==> config.mk <==
export PLATFORM = sky130hd
export DESIGN_NAME = lcd_timing_ctrl
export DESIGN_NICKNAME = d
export VERILOG_FILES = /design/src/rtl/lcd_timing_pkg.sv /design/src/rtl/lcd_axis_cnt.sv /design/src/rtl/lcd_timing_ctrl.sv
export SDC_FILE = /design/constraint.sdc
export NUM_CORES = 1
export LEC_CHECK = 0
export ABC_AREA = 1
export BUFFER_PORTS_ARGS = -buffer_cell sky130_fd_sc_hd__clkbuf_2
export CELL_PAD_IN_SITES_DETAIL_PLACEMENT = 0
export CELL_PAD_IN_SITES_GLOBAL_PLACEMENT = 1
export CORE_MARGIN = 5
export CORE_UTILIZATION = 40
export DETAILED_ROUTE_END_ITERATION = 10
export GPL_ROUTABILITY_DRIVEN = 0
export GPL_TIMING_DRIVEN = 0
export HOLD_SLACK_MARGIN = 0.02
export PLACE_DENSITY = 0.78
export SYNTH_ARGS = -nofsm -noshare
export SYNTH_HDL_FRONTEND = slang
export SYNTH_SLANG_ARGS = --single-unit
==> constraint.sdc <==
create_clock -name CLK -period 3.2 [get_ports CLK]
set_clock_uncertainty 0.2 [all_clocks]
set_input_delay 0.48 -clock CLK [delete_from_list [all_inputs] [get_ports CLK]]
set_output_delay 0.48 -clock CLK [all_outputs]
set_load 0.05 [all_outputs]
==> src/rtl/lcd_timing_pkg.sv <==
// Shared types and constants for the LCD scan sequencer.
// Contents: scan state enum, counter width, per-axis total helper.
// Used by lcd_axis_cnt and lcd_timing_ctrl.
package lcd_timing_pkg;

    // Counter width for both axes; totals must fit in it.
    localparam int CNT_W   = 11;
    localparam int CNT_MAX = 2047;

    typedef enum logic [1:0] {
        ST_IDLE = 2'd0,
        ST_RUN  = 2'd1,
        ST_STOP = 2'd2
    } state_e;

    // Length of one axis period: active + front porch + sync + back porch.
    function automatic int axis_total(input int active, input int fp,
                                      input int sync, input int bp);
        return active + fp + sync + bp;
    endfunction

endpackage

==> src/rtl/lcd_axis_cnt.sv <==
// One-dimension scan counter (used once for H, once for V).
// Ports: clk/rst, clr (force to 0), inc (advance), cnt, wrap (at last count),
//        active (cnt < ACTIVE), sync (cnt inside the sync pulse window).
module lcd_axis_cnt
    import lcd_timing_pkg::*;
#(
    parameter int ACTIVE = 480,
    parameter int FP     = 8,
    parameter int SYNC   = 4,
    parameter int BP     = 43
) (
    input  logic             clk,
    input  logic             rst,
    input  logic             clr,
    input  logic             inc,
    output logic [CNT_W-1:0] cnt,
    output logic             wrap,
    output logic             active,
    output logic             sync
);

    localparam int TOTAL = axis_total(ACTIVE, FP, SYNC, BP);

    if (TOTAL > CNT_MAX || TOTAL < 1) begin : g_total_err
        $error("lcd_axis_cnt: axis total %0d outside 1..%0d", TOTAL, CNT_MAX);
    end

    localparam logic [CNT_W-1:0] LAST    = CNT_W'(TOTAL - 1);
    localparam logic [CNT_W-1:0] ACT_END = CNT_W'(ACTIVE);
    localparam logic [CNT_W-1:0] SYNC_LO = CNT_W'(ACTIVE + FP);
    localparam logic [CNT_W-1:0] SYNC_HI = CNT_W'(ACTIVE + FP + SYNC);

    logic [CNT_W-1:0] cnt_q;
    logic [CNT_W-1:0] cnt_d;

    always_comb begin
        cnt_d = cnt_q;
        if (clr) begin
            cnt_d = '0;
        end else if (inc) begin
            cnt_d = (cnt_q == LAST) ? '0 : cnt_q + 1'b1;
        end
    end

    always_ff @(posedge clk) begin
        if (rst) begin
            cnt_q <= '0;
        end else begin
            cnt_q <= cnt_d;
        end
    end

    assign cnt    = cnt_q;
    assign wrap   = (cnt_q == LAST);
    assign active = (cnt_q < ACT_END);
    assign sync   = (cnt_q >= SYNC_LO) && (cnt_q < SYNC_HI);

endmodule

==> src/rtl/lcd_timing_ctrl.sv <==
// RGB LCD scan sequencer: H/V counters, DEN/X/Y/FRAME_START, panel DE/HS/VS, BUSY.
// Ports: CLK, RST (sync, active high), EN (level scan enable) in; DEN, X, Y,
//        FRAME_START, LCD_DE, LCD_HS (low active), LCD_VS (low active), BUSY out.
// Optional macro LCD_TIMING_ALIGN_EN adds one register stage on LCD_DE/HS/VS.
module lcd_timing_ctrl
    import lcd_timing_pkg::*;
#(
    parameter int LCD_WIDTH  = 480,
    parameter int LCD_HEIGHT = 272,
    parameter int H_FP       = 8,
    parameter int H_SYNC     = 4,
    parameter int H_BP       = 43,
    parameter int V_FP       = 8,
    parameter int V_SYNC     = 4,
    parameter int V_BP       = 12
) (
    input  logic             CLK,
    input  logic             RST,
    input  logic             EN,
    output logic             DEN,
    output logic [CNT_W-1:0] X,
    output logic [CNT_W-1:0] Y,
    output logic             FRAME_START,
    output logic             LCD_DE,
    output logic             LCD_HS,
    output logic             LCD_VS,
    output logic             BUSY
);

    state_e state_q, state_d;

    logic             scan_on;
    logic [CNT_W-1:0] h_cnt, v_cnt;
    logic             h_wrap, h_active, h_sync;
    logic             v_wrap, v_active, v_sync;
    logic             frame_last;

    // Counters only move while scanning; IDLE pins them at the origin.
    assign scan_on    = (state_q != ST_IDLE);
    assign frame_last = h_wrap && v_wrap;

    lcd_axis_cnt #(
        .ACTIVE (LCD_WIDTH),
        .FP     (H_FP),
        .SYNC   (H_SYNC),
        .BP     (H_BP)
    ) u_h_cnt (
        .clk    (CLK),
        .rst    (RST),
        .clr    (!scan_on),
        .inc    (scan_on),
        .cnt    (h_cnt),
        .wrap   (h_wrap),
        .active (h_active),
        .sync   (h_sync)
    );

    lcd_axis_cnt #(
        .ACTIVE (LCD_HEIGHT),
        .FP     (V_FP),
        .SYNC   (V_SYNC),
        .BP     (V_BP)
    ) u_v_cnt (
        .clk    (CLK),
        .rst    (RST),
        .clr    (!scan_on),
        .inc    (scan_on && h_wrap),
        .cnt    (v_cnt),
        .wrap   (v_wrap),
        .active (v_active),
        .sync   (v_sync)
    );

    // Next state. In STOP an EN rise beats the frame-end exit, so a re-enable
    // landing on the last pixel rolls straight into the next frame.
    always_comb begin
        state_d = state_q;
        unique case (state_q)
            ST_IDLE: if (EN) state_d = ST_RUN;
            ST_RUN:  if (!EN) state_d = ST_STOP;
            ST_STOP: begin
                if (EN) begin
                    state_d = ST_RUN;
                end else if (frame_last) begin
                    state_d = ST_IDLE;
                end
            end
            default: state_d = ST_IDLE;
        endcase
    end

    // Output decode from the current counters; registered below so every
    // output lags the counters by one clock and stays mutually aligned.
    logic             den_d, fs_d, hs_d, vs_d, busy_d;
    logic [CNT_W-1:0] x_d, y_d;
    logic             den_q, fs_q, hs_q, vs_q, busy_q;
    logic [CNT_W-1:0] x_q, y_q;

    always_comb begin
        den_d  = scan_on && h_active && v_active;
        x_d    = den_d ? h_cnt : '0;
        y_d    = den_d ? v_cnt : '0;
        fs_d   = scan_on && (h_cnt == '0) && (v_cnt == '0);
        hs_d   = !(scan_on && h_sync);
        vs_d   = !(scan_on && v_sync);
        busy_d = scan_on;
    end

    always_ff @(posedge CLK) begin
        if (RST) begin
            state_q <= ST_IDLE;
            den_q   <= 1'b0;
            x_q     <= '0;
            y_q     <= '0;
            fs_q    <= 1'b0;
            hs_q    <= 1'b1;
            vs_q    <= 1'b1;
            busy_q  <= 1'b0;
        end else begin
            state_q <= state_d;
            den_q   <= den_d;
            x_q     <= x_d;
            y_q     <= y_d;
            fs_q    <= fs_d;
            hs_q    <= hs_d;
            vs_q    <= vs_d;
            busy_q  <= busy_d;
        end
    end

    assign DEN         = den_q;
    assign X           = x_q;
    assign Y           = y_q;
    assign FRAME_START = fs_q;
    assign BUSY        = busy_q;

`ifdef LCD_TIMING_ALIGN_EN
    // Panel pins delayed one clock to line up with a registered colour path.
    logic de_dly_q, hs_dly_q, vs_dly_q;
    logic de_dly_d, hs_dly_d, vs_dly_d;

    always_comb begin
        de_dly_d = den_q;
        hs_dly_d = hs_q;
        vs_dly_d = vs_q;
    end

    always_ff @(posedge CLK) begin
        if (RST) begin
            de_dly_q <= 1'b0;
            hs_dly_q <= 1'b1;
            vs_dly_q <= 1'b1;
        end else begin
            de_dly_q <= de_dly_d;
            hs_dly_q <= hs_dly_d;
            vs_dly_q <= vs_dly_d;
        end
    end

    assign LCD_DE = de_dly_q;
    assign LCD_HS = hs_dly_q;
    assign LCD_VS = vs_dly_q;
`else
    assign LCD_DE = den_q;
    assign LCD_HS = hs_q;
    assign LCD_VS = vs_q;
`endif

endmodule

==> metrics.txt <==
status complete, no violations; Area Growth Syn to Fin 15.8%; die area 7010 um^2; Synth cell types 24; Syn. warnings 0; share of layout cells above drive strength 1 0.148; Post-synth top cells nand2_1, nor2_1, dfxtp_1; initial DRC count 103; Place WS 1380 ps; HP Class in2reg; number of setup buffers added after CTS 0; endpoints failing setup 0; Max IR drop VDD 0.214 mV; TritonRoute pass-1 iters 4; fmax 544 MHz; Mapped Area 2170 um^2; WP data required 3190 ps; Hold Buf Count CTS 0; first-pass GRT wire length 7.98 mm; clock sinks 51; Starting Density 0.418; CTS H-tree depth 2; largest net degree at the start of global routing 16; via count 1879; setup ws final 1360 ps; total of max-cap violations 0; Final Net Count 344; Rel. slew slack 0.653; CTS tree yes; core footprint 5200 um^2; DRC Markers 0; Clock Tree Root clkbuf_8; most numerous cell in the Yosys netlist nand2_1; DR vias/cell 4.62; Die W 83.7 um; clk_lat worst skew 300 ps; setup TNS 0 ps; number of port buffers 30; Post-Route WL 4.71 mm; top post-synthesis cells by area dfxtp_1, nand2_1, nor2_1; cell taking the most area after synthesis dfxtp_1; Fin. Hold Viols 0; CP endpoint kind flop; pwr dens 431 nW/um^2; Crit Path Class reg2reg; RSZ-0062 raised after global routing false; Synth top area share 0.470; FP Rows 26; die span in y 83.7 um; sequential area share after synthesis 0.470; CTS Buffer Depth 2; Post-synth top flop dfxtp_1; Mapped Cells 296; total global routing overflow 0; ys async rst share 0; Ports 31; GR Util All Layers 0.137; initial antenna violation count 0; Num CTS Buffers 5; synthesis-stage register bit count 51; CP max FO 4; Tightest Pin Transition 521 ps; Setup crit start kind flop; Tcrit/Tclk final 0.574; Syn Area/Cell 7.34 um^2; Antenna Cells 0; Final Critical Period 1840 ps; Clock transition at path regs 90 ps; Post-CTS Resized 0; ANT nets after route 0; leakage 1.13 nW; post-detail-place hpwl 3.58 mm; Pins Over Slew Limit 0; fill cell count 580; Arr. time, crit path 1830 ps; number of flops mapped to enable cells by yosys 0; Avg WL per Cell 11.6 um; vias in the first global route 1732
## flip-flops by register name, indices dropped and copies added, names as in the netlist
signal / cells
BUSY: 1
DEN: 1
FRAME_START: 1
LCD_HS: 1
LCD_VS: 1
X: 11
Y: 11
state_q: 2
u_h_cnt.cnt: 11
u_v_cnt.cnt: 11
## layout by cell type (no fill, tap or decap)
cell type / netlist / routed
a31oi_1: 1 / 1
dfxtp_1: 51 / 51
o21ai_2: 1 / 1
conb_1: 1 / 4
nor4_1: 4 / 4
inv_1: 40 / 40
nand3_1: 17 / 17
o21ai_0: 3 / 3
nor3_2: 2 / 2
a21oi_1: 9 / 9
clkbuf_8: 0 / 6
nor2_1: 63 / 63
buf_4: 2 / 2
nor2_4: 2 / 2
nor3b_1: 3 / 3
nand4_1: 7 / 7
nor3_1: 3 / 3
clkinv_4: 0 / 1
nand3_2: 1 / 1
nand2_1: 69 / 69
buf_6: 1 / 1
clkbuf_2: 0 / 30
buf_2: 2 / 2
xor2_1: 7 / 7
ha_1: 5 / 5
clkbuf_1: 0 / 1
inv_2: 1 / 1
nor2_8: 1 / 1
## power breakdown
group | total (W) | internal, W | switching [W]
Combinational | 0.0000558 | 0.0000129 | 0.0000429
Clock | 0.000385 | 0.000178 | 0.000208
Sequential | 0.000645 | 0.000641 | 0.00000358
## kinds of logic after synthesis
group | synth area share
xor+xnor | 0.0282
flops | 0.470
compound gates | 0.0345
simple gates | 0.349
fa+ha+maj | 0.0288
other cells | 0.00173
buf+inv | 0.0875
## critical path, cell delays in order, from the launching register on
cell     delay (ps)
dfxtp_1         350
inv_1           100
ha_1            180
nand2_1          80
nor2_1          160
nand3_1         180
nor2_1          190
inv_1            90
o21ai_0         160
inv_1            50
## metal layers
metal / GRT usage / vias to the layer above / wire (um)
met3: 0.0346 / 7 / 211
met1: 0.190 / 848 / 2440
met5: 0 / - / 0
met2: 0.205 / 34 / 1970
li1: - / 990 / -
met4: 0.0512 / 0 / 82
## area by class of cell
class,instances,area [um^2],area share
flip-flops and latches,51,1020,0.406
well taps,70,87.6,0.0348
repair buffers,30,150,0.0596
multi-input cells,202,973,0.387
clock inverters,1,8.76,0.00348
inverters,41,154,0.0611
plain buffers,5,36.3,0.0144
clock buffers,7,86.3,0.0343
## per-stage QoR
step | power [W] | area, um^2 | utilization | cells | hold WS (ps)
floorplan | 0.000702 | 2180 | - | 299 | 230
global placement | 0.000716 | 2420 | 0.465 | 399 | 246
detailed placement | 0.000716 | 2420 | 0.465 | 399 | 256
CTS | 0.00110 | 2520 | 0.484 | 407 | 190
global route | 0.00113 | 2520 | 0.484 | 407 | 184
finish | 0.00109 | 2520 | 0.484 | 407 | 196
## worst paths after layout
check | start | end | slack, ps | depth (start not counted)
setup / recovery | u_h_cnt.cnt[0]$_SDFF_PP0_ | state_q[1]$_SDFFE_PP0P_ | 1360 | 9
hold / removal | EN | state_q[0]$_SDFFE_PP0P_ | 200 | 3
setup reg to reg | u_h_cnt.cnt[0]$_SDFF_PP0_ | state_q[1]$_SDFFE_PP0P_ | 1360 | 9
hold reg to reg | u_h_cnt.cnt[0]$_SDFF_PP0_ | u_h_cnt.cnt[0]$_SDFF_PP0_ | 270 | 1
(Power assumes the default switching activity.)
